<file path="src/rtl/periph_rx_arbiter.sv">
// Round-robin arbiter that bursts packets from periph RX FIFOs into a 2-entry
// output buffer toward the USB transmit path; almost-full FIFOs win first.
module periph_rx_arbiter #(
   parameter int unsigned NUM_PERIPHS  = 4,
   parameter int unsigned PACKET_WIDTH = 32,
   parameter int unsigned MAX_BURST    = 16
) (
   input  logic                                  clk,
   input  logic                                  rst_n,
   input  logic [NUM_PERIPHS*PACKET_WIDTH-1:0]   periph_rx_data_i,
   input  logic [NUM_PERIPHS-1:0]                periph_rx_empty_i,
   input  logic [NUM_PERIPHS-1:0]                periph_rx_almost_full_i,
   input  logic [NUM_PERIPHS-1:0]                periph_ready_i,
   output logic [NUM_PERIPHS-1:0]                periph_rx_read_o,
   output logic [PACKET_WIDTH-1:0]               usb_data_o,
   output logic                                  usb_valid_o,
   input  logic                                  usb_ready_i,
   output logic [NUM_PERIPHS-1:0]                grant_o,
   output logic                                  busy_o
);

   localparam int unsigned IDX_W = $clog2(NUM_PERIPHS);
   localparam int unsigned CNT_W = $clog2(MAX_BURST + 1);

   typedef enum logic [1:0] {IDLE, GRANT, BURST, DRAIN} state_e;

   state_e                  state_q, state_d;
   logic [NUM_PERIPHS-1:0]  grant_q, grant_d;
   logic [IDX_W-1:0]        rr_q, rr_d;
   logic [CNT_W-1:0]        cnt_q, cnt_d;
   logic                    inflight_q;
   logic                    v0_q, v0_d, v1_q, v1_d;
   logic [PACKET_WIDTH-1:0] d0_q, d0_d, d1_q, d1_d;

   logic [NUM_PERIPHS-1:0]  eligible, urgent, req, rd_c;
   logic [IDX_W-1:0]        pick_idx;
   logic                    pick_vld;
   logic                    pop, slot_ok;
   logic [1:0]              used;
   logic [PACKET_WIDTH-1:0] rx_slice [NUM_PERIPHS];
   logic [PACKET_WIDTH-1:0] rx_data;

   for (genvar i = 0; i < NUM_PERIPHS; i++) begin : g_slice
      assign rx_slice[i] = periph_rx_data_i[i*PACKET_WIDTH +: PACKET_WIDTH];
   end

   assign eligible = periph_ready_i & ~periph_rx_empty_i;
   assign urgent   = eligible & periph_rx_almost_full_i;
   assign rx_data  = rx_slice[rr_q];

   // First requester after the rr pointer; urgent set masks the eligible set.
   always_comb begin
      int idx;
      req      = (|urgent) ? urgent : eligible;
      pick_vld = |req;
      pick_idx = '0;
      for (int k = int'(NUM_PERIPHS); k >= 1; k--) begin
         idx = (int'(rr_q) + k) % int'(NUM_PERIPHS);
         if (req[IDX_W'(idx)]) pick_idx = IDX_W'(idx);
      end
   end

   // A read may be issued if its data will find a free slot one cycle later.
   assign pop     = v0_q & usb_ready_i;
   assign used    = 2'(v0_q) + 2'(v1_q) + 2'(inflight_q);
   assign slot_ok = (used < 2'd2) | pop;

   always_comb begin
      state_d = state_q;
      grant_d = grant_q;
      rr_d    = rr_q;
      cnt_d   = cnt_q;
      rd_c    = '0;
      unique case (state_q)
         IDLE: if (|eligible) state_d = GRANT;
         GRANT: begin
            if (pick_vld) begin
               grant_d = NUM_PERIPHS'(1) << pick_idx;
               rr_d    = pick_idx;
               cnt_d   = '0;
               state_d = BURST;
            end else begin
               grant_d = '0;
               state_d = IDLE;
            end
         end
         BURST: begin
            if (periph_rx_empty_i[rr_q] || !periph_ready_i[rr_q]) begin
               state_d = DRAIN;
            end else if (slot_ok) begin
               rd_c[rr_q] = 1'b1;
               cnt_d      = cnt_q + CNT_W'(1);
               if (cnt_q == CNT_W'(MAX_BURST - 1)) state_d = DRAIN;
            end
         end
         DRAIN: if (!inflight_q) state_d = GRANT;
         default: state_d = IDLE;
      endcase
   end

   // Output buffer: pop shifts entry 1 to head, push fills first free slot.
   always_comb begin
      v0_d = v0_q;
      v1_d = v1_q;
      d0_d = d0_q;
      d1_d = d1_q;
      if (pop) begin
         v0_d = v1_q;
         d0_d = d1_q;
         v1_d = 1'b0;
      end
      if (inflight_q) begin
         if (!v0_d) begin
            v0_d = 1'b1;
            d0_d = rx_data;
         end else begin
            v1_d = 1'b1;
            d1_d = rx_data;
         end
      end
   end

   always_ff @(posedge clk or negedge rst_n) begin
      if (!rst_n) begin
         state_q    <= IDLE;
         grant_q    <= '0;
         rr_q       <= IDX_W'(NUM_PERIPHS - 1);
         cnt_q      <= '0;
         inflight_q <= 1'b0;
         v0_q       <= 1'b0;
         v1_q       <= 1'b0;
         d0_q       <= '0;
         d1_q       <= '0;
      end else begin
         state_q    <= state_d;
         grant_q    <= grant_d;
         rr_q       <= rr_d;
         cnt_q      <= cnt_d;
         inflight_q <= |rd_c;
         v0_q       <= v0_d;
         v1_q       <= v1_d;
         d0_q       <= d0_d;
         d1_q       <= d1_d;
      end
   end

   assign periph_rx_read_o = rd_c;
   assign usb_data_o       = d0_q;
   assign usb_valid_o      = v0_q;
   assign grant_o          = grant_q;
   assign busy_o           = (state_q != IDLE) | v0_q | v1_q;

endmodule

</file>
<file path="config.mk">
export PLATFORM = sky130hd
export DESIGN_NAME = periph_rx_arbiter
export DESIGN_NICKNAME = d
export VERILOG_FILES = /design/src/rtl/periph_rx_arbiter.sv
export SDC_FILE = /design/constraint.sdc
export NUM_CORES = 1
export LEC_CHECK = 0
export BUFFER_PORTS_ARGS = -buffer_cell sky130_fd_sc_hd__buf_4
export CAP_MARGIN = 20
export CORE_MARGIN = 2
export CORE_UTILIZATION = 45
export CTS_CLUSTER_DIAMETER = 80
export DETAILED_ROUTE_END_ITERATION = 10
export PLACE_DENSITY = 0.75
export SLEW_MARGIN = 10
export SYNTH_ARGS = -nofsm -noshare
export SYNTH_HDL_FRONTEND = slang
export SYNTH_SLANG_ARGS = --single-unit
</file>
<file path="constraint.sdc">
create_clock -name clk -period 3.2 [get_ports clk]
set_clock_uncertainty 0.2 [all_clocks]
set_input_delay 0.32 -clock clk [delete_from_list [all_inputs] [get_ports clk]]
set_output_delay 0.32 -clock clk [all_outputs]
set_load 0.01 [all_outputs]
</file>
**Word level (Yosys, flattened, before mapping)**

Index checks and enable logic that the tools add are counted.

- Order comparisons: 8
- Add/sub/neg operators: 7
- Shift-type cells: 1
- Bitwise operators: 8
- Mux-type cells: 49
- Reductions and logical operators: 14
- Equal/unequal tests: 11

Operator list:

| operator | number |
|---|---|
| 32-bit two-way mux | 5 |
| 32-bit binary-select mux with 2-bit select | 1 |
| 2-bit two-way mux | 10 |
| 4-bit two-way mux | 5 |
| 2-bit by 4-bit less-than comparator with 1-bit output, second input constant | 4 |
| 1-bit two-way mux | 16 |
| 4-bit OR reduction | 4 |
| 5-bit two-way mux | 3 |
| 1-bit binary-select mux with 2-bit select | 6 |
| 2-bit inequality test, second input constant | 5 |
| 5-bit case mux with 2 select lines | 1 |
| 4-bit AND | 2 |
| 2-bit case mux with 4 select lines | 1 |
| 4-bit AND reduction | 2 |
| 3-bit inequality test, second input constant | 2 |
| 5-bit by 1-bit adder with 5-bit output, second input constant | 1 |
| 5-bit by 4-bit equality test with 1-bit output, second input constant | 1 |
| 2-bit by 1-bit adder with 2-bit output, second input constant | 2 |
| 2-bit adder, second input constant | 2 |
| 2-bit equality test, second input constant | 2 |
| 4-bit inverter | 1 |
| 2-bit AND reduction | 2 |
| 2-bit nonzero test | 2 |
| 1-bit by 2-bit left shift with 4-bit output, first input constant | 1 |
| 15 further kinds | 17 |

- Register bits: 80
- Word-level logic and storage cells: 107

**Longest topological paths before layout**

Gate-level depths: netlist (run 1).

- Depth after elaboration: 14
- Mapped depth: 8
- Depth with buffers taken out: 7

**Least setup slack after synthesis (run 1)**

Ideal clock, no wire load.

- Path kind: register -> register
- Start: register rr_q[0]
- End: register d1_q[21]
- Clock period less this slack: 2217 ps
- Data required time: 2875 ps
- Setup slack: 983 ps
- Cell stages (with the launch flop): 5
- Path buffers: 2
- Arrival time: 1892 ps
- Cells stage by stage: dfstp_2 -> buf_2 -> buf_2 -> mux4_2 -> mux2_2

- Cells in the longest elaborated chain, start to end: 4

RTL lines:

| what | RTL line | RTL |
|---|---|---|
| start, declared | 29 | `logic [IDX_W-1:0] rr_q, rr_d;` |
| start signal, assigned | 127 | `rr_q <= IDX_W'(NUM_PERIPHS - 1);` |
| start signal, assigned | 137 | `rr_q <= rr_d;` |
| 2-bit inverter with 3-bit output (not written as such) | 49 | `assign rx_data = rx_slice[rr_q];` |
| 32-bit binary-select mux with 2-bit select | 49 |  |
| 32-bit two-way mux (not written as such) (2 in series) | 49 |  |
| end signal, assigned | 133 | `d1_q <= '0;` |
| end signal, assigned | 143 | `d1_q <= d1_d;` |
| end, declared | 33 | `logic [PACKET_WIDTH-1:0] d0_q, d0_d, d1_q, d1_d;` |

Every way passes these cells. The select of a mux whose other input is x is not followed.
A chain may end at the register's enable or synchronous reset.

**Worst setup path in the final report (run 1)**

- Start: register rr_q[1]
- End: output port periph_rx_read_o[2]

- Cells in the longest elaborated chain, start to end: 7
- Elaborated cells between the ends (all ways): 14
- Classes of those cells: order compare: 2; mux: 9; reduce/logical: 3

RTL lines:

| what | RTL line | RTL |
|---|---|---|
| 2-bit by 3-bit less-than comparator with 1-bit output (not written as such) / 2-bit by 1-bit >= comparator with 1-bit output (equally long branches) | 91 | `rd_c[rr_q] = 1'b1;` |
| 1-bit logical AND (not written as such) | 91 |  |
| 1-bit two-way mux (not written as such) | 91 |  |
| 1-bit demux with 2-bit select | 91 |  |
| 4-bit two-way mux | 90 | `end else if (slot_ok) begin` |
| 4-bit two-way mux (*) | 88 | `if (periph_rx_empty_i[rr_q] \|\| !periph_ready_i[rr_q]) begin` |
| 4-bit two-way mux (*) | 74 | `unique case (state_q)` |
| end, declared | 14 | `output logic [NUM_PERIPHS-1:0] periph_rx_read_o,` |

Mark *: on every way between the ends. The rest lies on a longest branch, timed or not. The select of a mux whose other input is x is not followed.

==> flow_summary.toml, run 1 <==
[run_status]
status = "finished, final reports clean"

[worst_hold_path]
hold_path.class = "in2reg"

[detailed_routing]
via_per_inst = 5.507
drt_wl_total_mm = 12.04
drc = 0
drt-initial-drc-count = 170
drtPass1Iterations = 5
vias = 3899
wl_per_cell_um = 17.00
drtAntennaViolNets = 0

[die]
initial_core_util_pct = 45.76
io_pins = 185
core-area_sq_mm = 0.01018
dieArea_sq_mm = 0.01119
die_h_um = 105.8
die_w_um = 105.8
rows = 37

[final_layout]
antennaDiodeCount = 0
syn_to_final_growth_pct = 36.70
layout-drive-gt1-share_pct = 49.30
post-route-util_pct = 62.56
nets = 722
fill_cells = 835

[synthesis]
syn_nets = 543
syn_area_sq_mm = 0.004661
synthCells = 388
synthArstFlopShare_pct = 100.0
yosysTopAreaCellShare_pct = 41.88
syn_avg_cell_area_sq_um = 12.01
ys.flop_type = "dfrtp_1"
synth_warnings = 0
ys_types = 48
synth-seq-cells = 80
yosysTopAreaCell = "dfrtp_1"
synth.area.top_cells = "dfrtp_1 (42%), mux4_2 (16%), mux2_2 (8.0%)"
yosysSeqAreaShare_pct = 43.01
synth_edf_count = 0

[timing]
worst_pin_slew_ns = 0.7323
hold_viol_final = 0
fin_setup_tns_ns = 0
slew_violations = 0
slew_headroom_pct = 51.18
rsz0062_at_grt = "no"
max_freq_mhz = 364.7
fin_crit_sh_pct = 85.68
min_period_ns = 2.742
timing.hold.ws_ns = 0.1156
setup_viol = 0

[clock_network]
clock_latency_ns = 0.35
cts_tree = "done"
postCtsHoldBufs = 1
cts_buffer_depth = 2
clockRootBuffer = "clkbuf_8"
post_cts_resize_count = 0
htreeDepth = 3
clk_pin_slew_ns = 0.09
cts_buffers = 9
cts_num_sinks = 80
cts_setup_buffers = 0

[placed_design]
numPortBuffers = 184
dp_hpwl_mm = 8.784
gp_congestion = 0.9374

[power]
vdd_ir_drop_max_mv = 0.4803
powerDensity_mw_per_mm2 = 644.3
power_leakage_nw = 3.275

[global_routing]
grt_pass1_wl_mm = 19.31
grt.total_usage_pct = 21.94
grt_pass1_vias = 3952
grt.overflow.total = 0
grt_max_degree = 81
antenna_found_initial = 0

[setup_path]
crit_fanout = 12
worst_setup_path_end_kind = "primary output"
startpoint_type = "register"
required_ns = 2.68
arrival_ns = 2.22
crit_type = "reg2out"

[flow_run]
max-cap-violations = 0
-- cell usage after synthesis (all sizes together), types with 2 or more instances --
master	instances
dfrtp	78
nand2	46
o21ai	36
mux2	33
mux2i	33
mux4	33
buf	12
clkbuf	12
ha	12
inv	11
nor2	9
a21oi	8
nand2b	6
and2	5
nand4	5
a31oi	4
nand3	4
nand3b	4
nor2b	4
a22o	3
o32ai	3
xor2	3
a31o	2
and3	2
dfstp	2
o22ai	2
o311ai	2
-- metal layers --
metal	routed length (um)	vias to the layer above	GRT usage (%)
met1	5004	1908	27.62
met3	961	6	6.184
met2	5998	179	37.83
met5	0	-	0
li1	-	1806	-
met4	75	0	4.699
-- power by group --
part | total (W) | switching, W | internal [W]
Combinational | 0.00195 | 0.000953 | 0.00100
Sequential | 0.00145 | 0.000164 | 0.00128
Clock | 0.000705 | 0.000377 | 0.000328
-- stage by stage --
step           instances  worst slack (ns)  total power (W)  cell area, sq um
2_1_floorplan        388            0.9832         0.002629              4661
3_3_place_gp         690            0.7397         0.003359              6151
3_5_place_dp         690            0.6770         0.003425              6151
4_1_cts              707            0.4408         0.004140              6351
5_1_grt              708            0.3480         0.004377              6371
6_report             708            0.4583         0.004105              6371
-- cells in the final DEF, fill, tap and decap left out, drive strengths merged, types with 2 or more instances in the layout --
cell type  count
and3           2
nand3          4
a21oi          8
a31oi          4
nand3b         4
and2           5
nor2b          4
mux2          33
nor2           9
nand2b         6
nand2         46
xor2           3
buf          191
ha            12
a22o           3
o32ai          3
o311ai         2
inv           12
o21ai         36
o22ai          2
mux4          33
dfrtp         78
a31o           2
clkinv         3
nand4          5
mux2i         33
clkbuf        11
dfstp          2
-- registers in the layout (all words and copies together) (netlist names) --
signal / cells
usb_valid_o: 1
inflight_q: 1
v1_q: 1
grant_o: 4
state_q: 2
cnt_q: 5
d1_q: 32
usb_data_o: 32
rr_q: 2
-- critical path: stages (launching register included) --
cell     delay, ns
dfstp_2       0.55
inv_2         0.07
mux4_2        0.48
nor3_4        0.45
and2_1        0.21
buf_4         0.12
-- cell families after synthesis --
family | Yosys count | share of synthesized area, %
AO/OA/AOI/OAI | 72 | 9.826
XOR/XNOR | 3 | 0.5639
adder cells (fa/ha/maj) | 12 | 3.221
buffers and inverters | 35 | 3.248
flip-flops | 80 | 43.01
multiplexers | 99 | 31.01
AND/OR/NAND/NOR | 87 | 9.128
-- final timing paths --
kind / start / end / slack, ns / depth (start not counted)
setup / recovery: rr_q[1] / periph_rx_read_o[2] / 0.46 / 5
hold / removal: usb_ready_i / usb_valid_o / 0.12 / 4
setup reg to reg: rr_q[0] / grant_o[3] / 0.70 / 7
hold reg to reg: d1_q[31] / d1_q[31] / 0.31 / 1
max in group asynchronous: rst_n / rr_q[1] / 1.83 / 3
min in group asynchronous: rst_n / usb_data_o[3] / 0.29 / 2
-- cell type report --
class | instances | area [sq um] | area share, %
timing repair buffer | 192 | 1456 | 22.86
inverter | 11 | 41.29 | 0.6481
clock inverter | 5 | 38.79 | 0.6088
sequential | 80 | 2004 | 31.46
tap | 136 | 170.2 | 2.671
multi-input combinational | 273 | 2509 | 39.38
clock buffer | 11 | 151.4 | 2.376
Note: power is estimated with default switching activity, not from simulation.
==> run 2, diff against run 1 <==
CELL_PAD_IN_SITES_DETAIL_PLACEMENT = 2   (was default)
CELL_PAD_IN_SITES_GLOBAL_PLACEMENT = 2   (was default)
CORE_UTILIZATION = 33   (was 45)
PLACE_DENSITY = 0.87   (was 0.75)
RECOVER_POWER = 100   (was default)
clock period = 3.4 ns   (was 3.2 ns; I/O delays follow)
==> flow_summary.toml, run 2 (synthesized netlist as in run 1, its figures left out) <==
[setup_path]
crit_type = "reg2out"
rr_startpoint = "rr_q[0]"
crit_fanout = 12
worst_path_max_delay_cell = "dfstp_1"
required_ns = 2.86
worst_setup_path_end_kind = "primary output"
r2r-end = "grant_o[3]"
cp_cell_sequence = "inv_1 > mux4_2 > nor3_4 > and2_1 > clkbuf_1"
cpPeakStageDelay_ns = 0.52
arrival_ns = 2.33
startpoint_type = "register"
ff2ff_setup_slack_ns = 0.80
r2r_cells = 7

[placed_design]
postPlaceCellArea_sq_mm = 0.006218
gp_congestion = 0.8514
pre_cts_slack_ns = 0.7274
numPortBuffers = 184
dp_hpwl_mm = 11.90

[detailed_routing]
vias = 4029
drtAntennaViolNets = 0
drc = 0
wl_per_cell_um = 20.89
drt-initial-drc-count = 108
via_per_inst = 5.358
drt_wl_total_mm = 15.71
drtPass1Iterations = 6

[timing]
slew_violations = 0
rsz0062_at_grt = "no"
max_freq_mhz = 348.4
worst_pin_slew_ns = 1.204
fin_setup_tns_ns = 0
fin_crit_sh_pct = 84.42
hold_viol_final = 0
slew_headroom_pct = 19.73
min_period_ns = 2.870
setup_viol = 0
fin_ws_ns = 0.5297

[die]
dieArea_sq_mm = 0.01509
die_h_um = 122.8
rows = 43
core-area_sq_mm = 0.01383
io_pins = 185
die_w_um = 122.8
initial_core_util_pct = 33.71

[final_layout]
syn_to_final_growth_pct = 37.26
fill_cells = 1445
layout-drive-gt1-share_pct = 40.28
finalInstanceArea_sq_mm = 0.006397
final_cell_mix = "buf_4 (147), dfrtp_1 (78), nand2_1 (45), clkbuf_1 (45), o21ai_0 (36)"
nets = 722
final_common_cell = "buf_4"

[global_routing]
grt_max_degree = 81
grt_pass1_vias = 4730
grt_pass1_wl_mm = 24.67
grt.overflow.total = 0
antenna_found_initial = 1
grt.total_usage_pct = 21.58

[clock_network]
cts_buffers = 9
cts_buffer_depth = 2
post_cts_resize_count = 0
cts_num_sinks = 80
clk_pin_slew_ns = 0.05
htreeDepth = 3
cts_tree = "done"
clock_latency_ns = 0.34
clockRootBuffer = "clkbuf_16"

[power]
power_leakage_nw = 3.160
vdd_ir_drop_max_mv = 0.3313
powerDensity_mw_per_mm2 = 645.7

[worst_hold_path]
min_path_cells = 4
hold_path.class = "in2reg"
hp-start = "usb_ready_i"
min_to = "usb_valid_o"

[flow_run]
max-cap-violations = 0

[run_status]
status = "finished, final reports clean"
run 2: metal layers:
| layer | vias to the layer above | wire length [um] | GRT usage (%) |
|---|---|---|---|
| li1 | 1805 | - | - |
| met3 | 30 | 744 | 4.461 |
| met1 | 2065 | 5654 | 23.11 |
| met2 | 129 | 8900 | 40.75 |
| met4 | 0 | 408 | 8.908 |
| met5 | - | 0 | 0 |
run 2: area by class of cell:
cell class                 instances  area (sq um)  share of cell area (%)
antenna                            1         2.502                 0.03912
tap                              180         225.2                   3.520
inverter                          11         41.29                  0.6454
sequential                        80          2004                   31.33
timing repair buffer             192          1319                   20.61
clock buffer                      12         236.5                   3.696
multi-input combinational        273          2501                   39.10
clock inverter                     3         67.56                   1.056
run 2: critical path: cells and delay by family (launching register included):
| family | cells | cell delay [ns] |
|---|---|---|
| and+or+nand+nor | 2 | 0.70 |
| DFF | 1 | 0.52 |
| muxes | 1 | 0.50 |
| buffers and inverters | 2 | 0.27 |
run 2: worst max-delay path by stage:
| stage | from | to | slack [ns] |
|---|---|---|---|
| floorplan | rr_q[0] | d1_q[21] | 1.18 |
| global placement | periph_rx_empty_i[1] | periph_rx_read_o[3] | 0.87 |
| detailed placement | periph_rx_empty_i[1] | periph_rx_read_o[3] | 0.73 |
| CTS | rr_q[1] | periph_rx_read_o[3] | 0.56 |
| global route | rr_q[1] | periph_rx_read_o[0] | 0.39 |
| finish | rr_q[1] | periph_rx_read_o[0] | 0.53 |
run 2: per-stage QoR:
step	util (%)	cells	hold slack [ns]	power, W
after CTS	47.17	749	0.02231	0.004393
after global placement	44.83	733	0.2855	0.003183
after detailed placement	44.97	734	0.2956	0.003335
after floorplan	-	388	-0.1556	0.002475
final	46.27	752	0.2387	0.004131
after global routing	46.25	751	0.2621	0.004413
run 2: power breakdown:
group | internal (W) | switching, W | leakage (nW)
combinational | 0.000779 | 0.000963 | 1.94
sequential | 0.00121 | 0.000162 | 1.08
clock | 0.000640 | 0.000381 | 0.143
total | 0.00262 | 0.00151 | 3.16
run 2: timing repair:
action                     in CTS  in global routing
setup endpoints to repair       0                  0
setup buffers                   0                  0
hold buffers                    0                  1
hold endpoints to repair        0                 18
==> run 3, diff against run 2 <==
CORE_UTILIZATION = 30   (was 33)
PLACE_DENSITY = 0.8   (was 0.87)
clock period = 2.7 ns   (was 3.4 ns; I/O delays follow)
==> flow_summary.toml, run 3 (synthesized netlist as in run 1, its figures left out) <==
[placed_design]
dp_hpwl_mm = 11.79
gp_congestion = 0.8459
postPlaceCellArea_sq_mm = 0.006271
numPortBuffers = 184
placed_cells = 746
pre_cts_slack_ns = 0.2676

[setup_path]
cp_cell_sequence = "inv_2 > mux4_2 > nor3_4 > and2_1 > buf_4"
arrival_ns = 2.13
rr_startpoint = "rr_q[1]"
startpoint_type = "register"
r2r_cells = 8
worst_setup_path_end_kind = "primary output"
r2r-end = "cnt_q[3]"
critPathBufInv = 2
cpPeakStageDelay_ns = 0.59
path_delay_family = "flip-flops"
crit_start = "rr_q[1]"
crit_fanout = 7
endpoint = "periph_rx_read_o[0]"
ff2ff_setup_slack_ns = 0.17
required_ns = 2.23
crit_type = "reg2out"
cp.depth = 5
worst_path_max_delay_cell = "dfstp_2"

[timing]
rsz0062_at_grt = "no"
max_freq_mhz = 385.1
fin_crit_sh_pct = 96.18
min_period_ns = 2.597
fin_setup_tns_ns = 0
worst_pin_slew_ns = 1.103
slew_violations = 0
fin_ws_ns = 0.1032
hold_viol_final = 0
slew_headroom_pct = 26.31
setup_viol = 0

[global_routing]
grt.total_usage_pct = 19.76
grt.overflow.total = 0
use_met2_pct = 37.10
use_met1_pct = 22.27
busiest_layer = "met2"
grt_use_met3_pct = 4.158
grt_max_degree = 44
grt_pass1_wl_mm = 25.02
grt_pass1_vias = 4686
antenna_found_initial = 0

[die]
rows = 45
core-area_sq_mm = 0.01520
die_w_um = 128.6
io_pins = 185
dieArea_sq_mm = 0.01655
die_h_um = 128.6
initial_core_util_pct = 30.66

[final_layout]
antennaDiodeCount = 0
fin_cells = 761
nets = 726
syn_to_final_growth_pct = 37.45
finalInstanceArea_sq_mm = 0.006406
final_cell_mix = "buf_4 (151), dfrtp_1 (78), nand2_1 (46)"
fill_cells = 1637
layout-drive-gt1-share_pct = 42.06
final_common_cell = "buf_4"

[clock_network]
clk_pin_slew_ns = 0.06
clock_latency_ns = 0.34
cts_tree = "done"
htreeDepth = 3
cts_buffers = 9
cts_buffer_depth = 2
clockRootBuffer = "clkbuf_16"
cts_num_sinks = 80

[power]
power_leakage_nw = 3.180
vdd_ir_drop_max_mv = 0.3649
powerDensity_mw_per_mm2 = 796.9

[flow_run]
max-cap-violations = 0

[detailed_routing]
vias = 3999
drc = 0
drt-initial-drc-count = 122
drt_wl_total_mm = 15.57
drtAntennaViolNets = 0
wl_per_cell_um = 20.46
via_per_inst = 5.255
drtPass1Iterations = 4

[run_status]
status = "finished, final reports clean"

[worst_hold_path]
hold_path.class = "in2reg"
run 3: changes by cell type in the layout (fill, tap and decap cells not counted), sizes merged:
cell      delta
buf          +4
diode        -1
bufinv       -1
clkinvlp     -1
run 3: worst min-delay path, cell delays in order:
cell	delay, ns
buf_4	0.07
mux4_2	0.23
nand2_1	0.05
o21ai_0	0.06
run 3: power by group:
part	internal, W	switching [W]	leakage (nW)	total, W
combinational	0.000993	0.00119	1.96	0.00218
sequential	0.00152	0.000208	1.08	0.00173
clock	0.000727	0.000468	0.135	0.00119
run 3: worst min-delay path by stage:
| stage | from | end | slack (ns) | depth (start not counted) |
|---|---|---|---|---|
| after floorplan | rst_n | cnt_q[0] | -0.23 | 0 |
| after global placement | rst_n | d1_q[24] | 0.07 | 1 |
| after detailed placement | rst_n | d1_q[24] | 0.08 | 1 |
| after CTS | usb_ready_i | usb_valid_o | 0.15 | 4 |
| after global routing | periph_rx_data_i[12] | usb_data_o[12] | 0.19 | 4 |
| final | periph_rx_data_i[16] | usb_data_o[16] | 0.18 | 4 |
run 3: area by class of cell:
type | count | area, sq um | share of cell area (%)
multi-input combinational | 273 | 2506 | 39.12
sequential | 80 | 2004 | 31.29
timing repair buffer | 196 | 1343 | 20.96
clock buffer | 12 | 246.5 | 3.848
tap | 188 | 235.2 | 3.672
inverter | 11 | 41.29 | 0.6445
clock inverter | 1 | 30.03 | 0.4688
run 3: timing repair:
| item | 4_1_cts | 5_1_grt |
|---|---|---|
| setup buffers | 0 | 1 |
| hold buffers | 1 | 0 |
| setup endpoints to repair | 0 | 2 |
| resized for setup | 0 | 1 |
| endpoints found under the hold margin | 35 | 0 |
run 3: layer usage:
metal	wire [um]	up-vias	share of wire, %
met5	0	-	0
met4	270	0	1.7
met3	848	19	5.4
met2	8417	130	54
met1	6032	2046	39
li1	-	1804	-
run 3: through the flow:
step	util (%)	hold WS [ns]	total power [W]
2_1_floorplan	-	-0.2256	0.003116
5_1_grt	42.14	0.1920	0.005485
6_report	42.14	0.1809	0.005105
4_1_cts	43.14	0.1476	0.005413
3_3_place_gp	41.25	0.07388	0.004031
3_5_place_dp	41.25	0.08398	0.004182
